==> src/rtl/layer_sequencer_if.sv <==
// Control handshake and memory/MAC strobes of the fully connected layer sequencer.
// master = top-level control, slave = the sequencer itself.
interface layer_sequencer_if #(
    parameter int ADDR_W = 8
);
    logic              start;
    logic              abort;
    logic              busy;
    logic              done;
    logic              rd_en;
    logic [ADDR_W-1:0] w_rd_addr;
    logic [ADDR_W-1:0] in_rd_addr;
    logic              mac_en;
    logic              mac_clr;
    logic              out_we;
    logic [ADDR_W-1:0] out_wr_addr;

    modport master (
        output start,
        output abort,
        input  busy,
        input  done,
        input  rd_en,
        input  w_rd_addr,
        input  in_rd_addr,
        input  mac_en,
        input  mac_clr,
        input  out_we,
        input  out_wr_addr
    );

    modport slave (
        input  start,
        input  abort,
        output busy,
        output done,
        output rd_en,
        output w_rd_addr,
        output in_rd_addr,
        output mac_en,
        output mac_clr,
        output out_we,
        output out_wr_addr
    );
endinterface

==> src/rtl/layer_sequencer.sv <==
// Sequences one fully connected layer: reads weights/inputs, steers the MAC and writes
// each neuron result. Every output is a flop loaded from the next-state values.
module layer_sequencer #(
    parameter int                ADDR_W   = 8,
    parameter int                N_IN     = 4,
    parameter int                N_OUT    = 4,
    parameter int                MEM_LAT  = 1,
    parameter logic [ADDR_W-1:0] W_BASE   = ADDR_W'('h00),
    parameter logic [ADDR_W-1:0] IN_BASE  = ADDR_W'('h00),
    parameter logic [ADDR_W-1:0] OUT_BASE = ADDR_W'('h10)
) (
    input logic              clk,
    input logic              reset,
    layer_sequencer_if.slave bus
);
    localparam int IW = (N_IN > 1) ? $clog2(N_IN) : 1;
    localparam int JW = (N_OUT > 1) ? $clog2(N_OUT) : 1;
    localparam int LW = (MEM_LAT > 1) ? $clog2(MEM_LAT) : 1;

    localparam logic [IW-1:0]     LAST_I   = IW'(N_IN - 1);
    localparam logic [JW-1:0]     LAST_J   = JW'(N_OUT - 1);
    localparam logic [LW-1:0]     LAST_LAT = LW'(MEM_LAT - 1);
    localparam logic [ADDR_W-1:0] STRIDE   = ADDR_W'(N_IN);

    typedef enum logic [2:0] {
        IDLE,
        READ,
        DRAIN,
        WRITE,
        DONE
    } state_t;

    state_t        state;
    state_t        state_next;
    logic [IW-1:0] i;
    logic [IW-1:0] i_next;
    logic [JW-1:0] j;
    logic [JW-1:0] j_next;
    logic [LW-1:0] lat;
    logic [LW-1:0] lat_next;

    logic              rd_en_q;
    logic              rd_en_d;
    logic              busy_q;
    logic              busy_d;
    logic              done_q;
    logic              done_d;
    logic              out_we_q;
    logic              out_we_d;
    logic [ADDR_W-1:0] w_addr_q;
    logic [ADDR_W-1:0] w_addr_d;
    logic [ADDR_W-1:0] in_addr_q;
    logic [ADDR_W-1:0] in_addr_d;
    logic [ADDR_W-1:0] out_addr_q;
    logic [ADDR_W-1:0] out_addr_d;

    logic [MEM_LAT-1:0] en_pipe;
    logic [MEM_LAT-1:0] clr_pipe;
    logic               clr_tap;

    always_ff @(posedge clk or posedge reset) begin
        if (reset) begin
            state <= IDLE;
            i     <= '0;
            j     <= '0;
            lat   <= '0;
        end else begin
            state <= state_next;
            i     <= i_next;
            j     <= j_next;
            lat   <= lat_next;
        end
    end

    // DONE goes straight back to READ when start is still held, so back-to-back
    // layers lose no cycle between done and the next read burst.
    always_comb begin
        state_next = state;
        i_next     = i;
        j_next     = j;
        lat_next   = lat;
        if (bus.abort) begin
            state_next = IDLE;
            i_next     = '0;
            j_next     = '0;
            lat_next   = '0;
        end else begin
            case (state)
                IDLE: begin
                    if (bus.start) begin
                        state_next = READ;
                        i_next     = '0;
                        j_next     = '0;
                    end
                end
                READ: begin
                    if (i == LAST_I) begin
                        state_next = DRAIN;
                        lat_next   = '0;
                    end else begin
                        i_next = i + 1'b1;
                    end
                end
                DRAIN: begin
                    if (lat == LAST_LAT) begin
                        state_next = WRITE;
                    end else begin
                        lat_next = lat + 1'b1;
                    end
                end
                WRITE: begin
                    if (j == LAST_J) begin
                        state_next = DONE;
                    end else begin
                        state_next = READ;
                        j_next     = j + 1'b1;
                        i_next     = '0;
                    end
                end
                DONE: begin
                    i_next     = '0;
                    j_next     = '0;
                    state_next = bus.start ? READ : IDLE;
                end
                default: begin
                    state_next = IDLE;
                    i_next     = '0;
                    j_next     = '0;
                    lat_next   = '0;
                end
            endcase
        end
    end

    always_comb begin
        rd_en_d    = (state_next == READ);
        busy_d     = (state_next != IDLE);
        done_d     = (state_next == DONE);
        out_we_d   = (state_next == WRITE);
        w_addr_d   = W_BASE + ADDR_W'(j_next) * STRIDE + ADDR_W'(i_next);
        in_addr_d  = IN_BASE + ADDR_W'(i_next);
        out_addr_d = OUT_BASE + ADDR_W'(j_next);
    end

    // rd_en and i are registered together, so their pairing marks the first term.
    assign clr_tap = rd_en_q && (i == '0);

    always_ff @(posedge clk or posedge reset) begin
        if (reset) begin
            rd_en_q    <= 1'b0;
            busy_q     <= 1'b0;
            done_q     <= 1'b0;
            out_we_q   <= 1'b0;
            w_addr_q   <= W_BASE;
            in_addr_q  <= IN_BASE;
            out_addr_q <= OUT_BASE;
            en_pipe    <= '0;
            clr_pipe   <= '0;
        end else begin
            rd_en_q    <= rd_en_d;
            busy_q     <= busy_d;
            done_q     <= done_d;
            out_we_q   <= out_we_d;
            w_addr_q   <= w_addr_d;
            in_addr_q  <= in_addr_d;
            out_addr_q <= out_addr_d;
            if (bus.abort) begin
                en_pipe  <= '0;
                clr_pipe <= '0;
            end else begin
                en_pipe  <= (en_pipe << 1) | MEM_LAT'(rd_en_q);
                clr_pipe <= (clr_pipe << 1) | MEM_LAT'(clr_tap);
            end
        end
    end

    assign bus.busy        = busy_q;
    assign bus.done        = done_q;
    assign bus.rd_en       = rd_en_q;
    assign bus.w_rd_addr   = w_addr_q;
    assign bus.in_rd_addr  = in_addr_q;
    assign bus.mac_en      = en_pipe[MEM_LAT-1];
    assign bus.mac_clr     = clr_pipe[MEM_LAT-1];
    assign bus.out_we      = out_we_q;
    assign bus.out_wr_addr = out_addr_q;
endmodule

==> src/flat_wrapper.sv <==
// flat-port wrapper written by rule: the top's interface ports become plain ports
module layer_sequencer_flat 
#(
    parameter int                ADDR_W   = 8,
    parameter int                N_IN     = 4,
    parameter int                N_OUT    = 4,
    parameter int                MEM_LAT  = 1,
    parameter logic [ADDR_W-1:0] W_BASE   = ADDR_W'('h00),
    parameter logic [ADDR_W-1:0] IN_BASE  = ADDR_W'('h00),
    parameter logic [ADDR_W-1:0] OUT_BASE = ADDR_W'('h10)
)
  (clk, reset, bus_start, bus_abort, bus_busy, bus_done, bus_rd_en, bus_w_rd_addr, bus_in_rd_addr, bus_mac_en, bus_mac_clr, bus_out_we, bus_out_wr_addr);
  layer_sequencer_if #(.ADDR_W(ADDR_W)) bus_i ();
  input logic clk;
  input logic reset;
  input wire logic [$bits(bus_i.start)-1:0] bus_start;
  input wire logic [$bits(bus_i.abort)-1:0] bus_abort;
  output wire logic [$bits(bus_i.busy)-1:0] bus_busy;
  output wire logic [$bits(bus_i.done)-1:0] bus_done;
  output wire logic [$bits(bus_i.rd_en)-1:0] bus_rd_en;
  output wire logic [$bits(bus_i.w_rd_addr)-1:0] bus_w_rd_addr;
  output wire logic [$bits(bus_i.in_rd_addr)-1:0] bus_in_rd_addr;
  output wire logic [$bits(bus_i.mac_en)-1:0] bus_mac_en;
  output wire logic [$bits(bus_i.mac_clr)-1:0] bus_mac_clr;
  output wire logic [$bits(bus_i.out_we)-1:0] bus_out_we;
  output wire logic [$bits(bus_i.out_wr_addr)-1:0] bus_out_wr_addr;
  assign bus_i.start = bus_start;
  assign bus_i.abort = bus_abort;
  assign bus_busy = bus_i.busy;
  assign bus_done = bus_i.done;
  assign bus_rd_en = bus_i.rd_en;
  assign bus_w_rd_addr = bus_i.w_rd_addr;
  assign bus_in_rd_addr = bus_i.in_rd_addr;
  assign bus_mac_en = bus_i.mac_en;
  assign bus_mac_clr = bus_i.mac_clr;
  assign bus_out_we = bus_i.out_we;
  assign bus_out_wr_addr = bus_i.out_wr_addr;
  layer_sequencer #(.ADDR_W(ADDR_W), .N_IN(N_IN), .N_OUT(N_OUT), .MEM_LAT(MEM_LAT), .W_BASE(W_BASE), .IN_BASE(IN_BASE), .OUT_BASE(OUT_BASE)) u_core (.clk(clk), .reset(reset), .bus(bus_i));
endmodule
==> config.mk <==
export PLATFORM = sky130hd
export DESIGN_NAME = layer_sequencer_flat
export DESIGN_NICKNAME = d
export VERILOG_FILES = /design/src/rtl/layer_sequencer_if.sv /design/src/rtl/layer_sequencer.sv /design/src/flat_wrapper.sv
export SDC_FILE = /design/constraint.sdc
export NUM_CORES = 1
export LEC_CHECK = 0
export BUFFER_PORTS_ARGS = -buffer_cell sky130_fd_sc_hd__buf_2
export CAP_MARGIN = 20
export CORE_ASPECT_RATIO = 0.7
export CORE_MARGIN = 3
export CORE_UTILIZATION = 33
export DETAILED_ROUTE_END_ITERATION = 10
export PLACE_DENSITY = 0.58
export SETUP_SLACK_MARGIN = 0.3
export SYNTH_ARGS = -nofsm -noshare
export SYNTH_HDL_FRONTEND = slang
export SYNTH_SLANG_ARGS = --single-unit
==> constraint.sdc <==
create_clock -name clk -period 1.8 [get_ports clk]
set_input_delay 0.36 -clock clk [delete_from_list [all_inputs] [get_ports clk]]
set_output_delay 0.36 -clock clk [all_outputs]
set_load 0.03 [all_outputs]
==> flow_metrics.env, run 1 <==
export IMPL_outcome="finished, final reports clean"
export IMPL_overflow=0
export IMPL_p_leak_uw=0.0004711
export IMPL_synth_area_leaders="dfrtp_1 42%, buf_4 20%, a21oi_1 3.9%, inv_1 3.9%, nand2b_1 3.3%"
export IMPL_wl_per_cell_um=11.57
export IMPL_yosys_area_top_type="dfrtp_1"
export IMPL_crit_fanout=4
export IMPL_cts_hold_buf=0
export IMPL_async_reset_ff_frac=1.000
export IMPL_cts_tree="done"
export IMPL_dp_hpwl_um=1114
export IMPL_drc=0
export IMPL_syn2layout_area_growth_pct=7.968
export IMPL_ys_flop_type="dfrtp_1"
export IMPL_final_hold_violation_count=0
export IMPL_max_cap_viol_count=0
export IMPL_rsz0062_at_grt="false"
export IMPL_start_kind="register"
export IMPL_setup_tns_final_ps=0
export IMPL_synthCells=80
export IMPL_vias=561
export IMPL_fin_crit_sh=0.7964
export IMPL_grt_pass1_wl_um=2166
export IMPL_root_buffer="clkbuf_4"
export IMPL_ir_worst_vdd_v=0.0004773
export IMPL_place_congestion=0.8608
export IMPL_fin_nets=101
export IMPL_die_area_sq_um=2956
export IMPL_drv_slew=0
export IMPL_slew_headroom=0.6669
export IMPL_row_count=13
export IMPL_fmax_mhz=697.6
export IMPL_grt_use_total=0.09827
export IMPL_setup_viol=0
export IMPL_synth_seq_cells=13
export IMPL_fp_dieH_um=46.40
export IMPL_drt_wl_total_um=1458
export IMPL_fill_cells=214
export IMPL_portBuffers=17
export IMPL_die_w_um=63.72
export IMPL_grt_pass1_vias=467
export IMPL_cts_buffers=3
export IMPL_ant_nets=0
export IMPL_min_path_type="input port to asynchronous set/reset pin"
export IMPL_clk_pin_slew_ps=80
export IMPL_core_sq_um=2017
export IMPL_ys_top_cells_by_count="21 x buf_4, 13 x dfrtp_1, 8 x inv_1, 6 x a21oi_1, 5 x nor2_1"
export IMPL_fin_skew_ps=7.742
export IMPL_grt_max_degree=14
export IMPL_post_synth_num_cell_types=24
export IMPL_first_pass_iters=4
export IMPL_timing_hold_ws_ps=90.53
export IMPL_synth_top_cell_area_share=0.4228
export IMPL_drive_gt1_frac=0.3125
export IMPL_final_min_clock_period_ps=1434
export IMPL_pin_count=34
export IMPL_dr_wl_met3_um=160
export IMPL_insertion_delay_ps=270
export IMPL_yosysWarningCount=0
export IMPL_n_antenna_cell=0
export IMPL_crit_path_end_kind="register"
export IMPL_seq_area_frac_synth=0.4228
export IMPL_netlist_area_sq_um=769.5
export IMPL_cts_htree_levels=1
export IMPL_worst_ep_arrival_time_ps=1600
export IMPL_power_density_nw_per_um2=744.7
export IMPL_met1_length_um=622
export IMPL_tightest_slew_ps=499.1
export IMPL_drt_iter0_drc=26
export IMPL_syn_avg_cell_area_sq_um=9.619
export IMPL_cts_buffer_depth=2
export IMPL_dr_max_layer_used="met4"
export IMPL_initial_utilization=0.3815
export IMPL_crit_type="register to register"
export IMPL_cts_sinks=13
export IMPL_antenna_found_initial=0
export IMPL_viasPerCell=4.452
export IMPL_met2_length_um=661
export IMPL_synth_edf_count=0
export IMPL_synth_most_common_cell="buf_4"
export IMPL_worstPathRequired_ps=1970
cell usage in the layout, fill, tap and decap left out, types with 2 or more instances in the layout:
cell type  synthesis  routed
buf_2              0      17
conb_1             2      16
dfrtp_1           13      12
inv_1              8       8
a21oi_1            6       6
nor2_1             5       5
nand2b_1           4       4
o21ai_0            4       4
clkbuf_4           0       3
nand3_1            2       2
buf_4             21       2
through the flow:
stage,cell area [sq um],cells,total power (uW),worst slack [ps],utilization
2_1_floorplan,822.0,94,450.8,367.7,-
3_3_place_gp,787.0,120,444.2,328.9,0.3902
3_5_place_dp,787.0,120,444.7,330.7,0.3902
4_1_cts,814.5,124,626.5,316.1,0.4038
5_1_grt,830.8,126,649.4,302.6,0.4119
6_report,830.8,126,618.7,366.5,0.4119
cells by family after synthesis:
logic type             share of synthesized area
other                                   0.009760
and+or+nand+nor                           0.1480
buffers and inverters                     0.2439
AOI/OAI and AO/OA                         0.1756
DFF                                       0.4228
report_power, final:
part           total (uW)  switching, uW  internal, uW
logic                 131           98.9          31.8
clock network         176           94.1          82.3
registers             312           9.11           302
area by class of cell:
cell class                 instances  area [sq um]  area share
tap                               30         37.54     0.04518
inverter                           8         30.03     0.03614
sequential                        13         326.6      0.3931
clock buffer                       3         22.52     0.02711
clock inverter                     1         5.005    0.006024
timing repair buffer              19         100.1      0.1205
multi-input combinational         52         309.0      0.3720
state kept, by name (all words and copies together), names as in the netlist:
name and count:
u_core.bus.busy 1, u_core.bus.done 1, u_core.bus.in_rd_addr 1, u_core.bus.mac_clr 1
u_core.bus.mac_en 1, u_core.bus.out_we 1, u_core.bus.rd_en 1, u_core.bus.w_rd_addr 3
u_core.state 3
metal layers:
metal | global-route usage | vias up
li1 | - | 261
met1 | 0.1282 | 263
met2 | 0.1390 | 35
met3 | 0.05122 | 2
met4 | 0.03433 | 0
met5 | 0 | -
worst paths after layout:
| path | startpoint | endpoint | slack [ps] | depth (start not counted) |
|---|---|---|---|---|
| max | u_core.state[0] | u_core.bus.busy | 370 | 4 |
| min | reset | u_core.bus.done | 90 | 2 |
| max reg2reg | u_core.state[0] | u_core.bus.busy | 370 | 4 |
| min reg2reg | u_core.bus.rd_en | u_core.bus.mac_en | 540 | 1 |
| max in group asynchronous | reset | u_core.state[1] | 1350 | 2 |
| min in group clk | bus_abort | u_core.bus.mac_en | 280 | 2 |
repair_timing:
item / in CTS / in global routing
setup buffers: 0 / 2
resized for setup: 0 / 1
endpoints found under the setup margin: 0 / 2
critical path, stage by stage, from the launching register on:
cell and delay (ps):
dfrtp_1 410, nor3b_2 180, a21boi_4 150, o311a_4 370, or2_1 220
Note: power is estimated with default switching activity, not from simulation.
==> run 2: changes to the inputs <==
--- a/config.mk
+++ b/config.mk
@@ -5,13 +5,14 @@
 export SDC_FILE = /design/constraint.sdc
 export NUM_CORES = 1
 export LEC_CHECK = 0
+export ABC_AREA = 1
 export BUFFER_PORTS_ARGS = -buffer_cell sky130_fd_sc_hd__buf_2
 export CAP_MARGIN = 20
 export CORE_ASPECT_RATIO = 0.7
 export CORE_MARGIN = 3
 export CORE_UTILIZATION = 33
 export DETAILED_ROUTE_END_ITERATION = 10
-export PLACE_DENSITY = 0.58
+export PLACE_DENSITY = 0.59
 export SETUP_SLACK_MARGIN = 0.3
 export SYNTH_ARGS = -nofsm -noshare
 export SYNTH_HDL_FRONTEND = slang
==> constraint.sdc (replaced) <==
create_clock -name clk -period 1.4 [get_ports clk]
set_input_delay 0.28 -clock clk [delete_from_list [all_inputs] [get_ports clk]]
set_output_delay 0.28 -clock clk [all_outputs]
set_load 0.03 [all_outputs]
==> flow_metrics.env, run 2 <==
export IMPL_outcome="finished, final reports clean"
export IMPL_setup_tns_final_ps=0
export IMPL_synth_edf_count=0
export IMPL_n_antenna_cell=0
export IMPL_start_kind="register"
export IMPL_fp_dieH_um=45.30
export IMPL_worst_path_buf_inv=1
export IMPL_async_reset_ff_frac=1.000
export IMPL_yosysWarningCount=0
export IMPL_p_leak_uw=0.0005492
export IMPL_grt_pass1_wl_um=2214
export IMPL_portBuffers=17
export IMPL_slowest_stage="dfrtp_1"
export IMPL_crit_type="register to output pin"
export IMPL_cts_tree="done"
export IMPL_path_depth=1
export IMPL_timing_hold_ws_ps=13.97
export IMPL_pin_count=34
export IMPL_cts_buffers=3
export IMPL_crit_fanout=3
export IMPL_fill_cells=194
export IMPL_wl_per_cell_um=10.67
export IMPL_initial_utilization=0.3700
export IMPL_fmax_mhz=875.0
export IMPL_max_cap_viol_count=0
export IMPL_die_area_sq_um=2815
export IMPL_fin_skew_ps=1.344
export IMPL_p_total_uw=825.3
export IMPL_crit_path_end_kind="output pin"
export IMPL_post_synth_num_cell_types=16
export IMPL_drc=0
export IMPL_drt_wl_total_um=1537
export IMPL_clkPwrFrac=0.276
export IMPL_crit_family="flip-flops"
export IMPL_overflow=0
export IMPL_ys_top_cells_by_count="20 x buf_4, 19 x nand2_1, 13 x dfrtp_1, 13 x inv_1, 7 x nor2_1"
export IMPL_drv_slew=0
export IMPL_syn_avg_cell_area_sq_um=8.002
export IMPL_synthCells=91
export IMPL_grt_max_degree=14
export IMPL_power_switching_uw=269.7
export IMPL_final_common_cell="buf_6"
export IMPL_yosys_area_top_type="dfrtp_1"
export IMPL_p_int_uw=555.6
export IMPL_fin_crit_sh=0.8163
export IMPL_fin_nets=119
export IMPL_first_pass_iters=4
export IMPL_vias=564
export IMPL_ys_flop_type="dfrtp_1"
export IMPL_final_hold_violation_count=0
export IMPL_ant_nets=0
export IMPL_slowest_delay_ps=430
export IMPL_die_w_um=62.15
export IMPL_clk_pin_slew_ps=80
export IMPL_worstPathRequired_ps=1120
export IMPL_synth_top_cell_area_share=0.4467
export IMPL_dp_hpwl_um=1111
export IMPL_place_congestion=0.7141
export IMPL_syn2layout_area_growth_pct=37.11
export IMPL_final_seq_area_sq_um=329.1
export IMPL_seq_area_frac_synth=0.4467
export IMPL_multi_input_area_sq_um=309.0
export IMPL_setup_viol=0
export IMPL_layout_common_cells="17 x buf_6, 16 x conb_1, 15 x nand2_1"
export IMPL_grt_pass1_vias=486
export IMPL_drive_gt1_frac=0.4561
export IMPL_ff2ff_path_depth=6
export IMPL_row_count=13
export IMPL_core_sq_um=1968
export IMPL_cts_htree_levels=1
export IMPL_grt_use_total=0.1072
export IMPL_cts_buffer_depth=2
export IMPL_synth_seq_cells=13
export IMPL_viasPerCell=3.917
export IMPL_antenna_found_initial=0
export IMPL_worst_ep_arrival_time_ps=860
export IMPL_insertion_delay_ps=270
export IMPL_min_path_type="input port to asynchronous set/reset pin"
export IMPL_seqPwrFrac=0.485
export IMPL_netlist_area_sq_um=728.2
export IMPL_power_density_nw_per_um2=826.5
export IMPL_p_sw_frac=0.3268
export IMPL_drt_iter0_drc=19
export IMPL_final_min_clock_period_ps=1143
export IMPL_root_buffer="clkbuf_4"
export IMPL_combPwrFrac=0.239
export IMPL_crit_chain="buf_6"
export IMPL_synth_most_common_cell="buf_4"
export IMPL_cts_sinks=13
export IMPL_synth_area_leaders="dfrtp_1 45%, buf_4 21%, nand2_1 9.8%, inv_1 6.7%, nor2_1 3.6%"
export IMPL_rsz0062_at_grt="true"
export IMPL_ir_worst_vdd_v=0.0004707
## run 2: worst register-to-register path, stage by stage (launching register included)
cell and delay [ps]:
dfrtp_2 440, inv_2 100, nand3_2 100, o21ai_1 170, nand2_2 100, inv_2 70, nor2_1 40
## run 2: per-layer routing
metal  GRT usage  part of all wire  vias to the layer above
met5           0                 0                        -
met4     0.02643            0.0039                        0
met3     0.05970             0.073                        2
met2      0.1496              0.48                       22
met1      0.1435              0.45                      257
li1            -                 -                      283
## run 2: kinds of logic after synthesis
family	count (synthesis)	share of synthesized area
other	2	0.01031
flip-flops	13	0.4467
AO/OA/AOI/OAI	7	0.04811
buffers and inverters	34	0.2783
AND/OR/NAND/NOR	35	0.2165
## run 2: final timing paths
path | from | end | slack, ps
setup / recovery | u_core.bus.w_rd_addr[2] | bus_w_rd_addr[2] | 260
hold / removal | reset | u_core.bus.mac_clr | 10
setup reg to reg | u_core.state[1] | u_core.bus.rd_en | 280
hold reg to reg | u_core.bus.rd_en | u_core.bus.mac_en | 540
max in group asynchronous | reset | u_core.state[1] | 1030
min in group clk | bus_abort | u_core.bus.in_rd_addr[0] | 240
## run 2: per-stage QoR
step,utilization,cell area [sq um],setup WS (ps),instances
after floorplan,-,780.7,317.5,105
after global placement,0.3827,753.2,289.6,132
after detailed placement,0.3827,753.2,273.0,132
after CTS,0.4514,888.4,263.8,143
after global routing,0.5073,998.5,181.4,144
final,0.5073,998.5,257.1,144
## run 2: repair_timing
item / CTS / global route
setup buffers: 7 / 1
hold buffers: 0 / 0
pin swaps: 1 / 0
resized for setup: 21 / 35
setup endpoints to repair: 13 / 24
## run 2: power groups by stage
stage	Sequential, uW	Combinational, uW	Clock (uW)
CTS	398	175	236
detailed placement	405	159	0
global placement	404	158	0
floorplan	426	144	0
global route	403	213	255
finish	400	197	227
## run 2: area by class of cell
cell class	instances	share of cell area
Clock buffer	4	0.02632
Inverter	14	0.05263
Multi-Input combinational cell	58	0.3095
Sequential cell	13	0.3296
Tap cell	30	0.03759
Timing Repair Buffer	25	0.2444
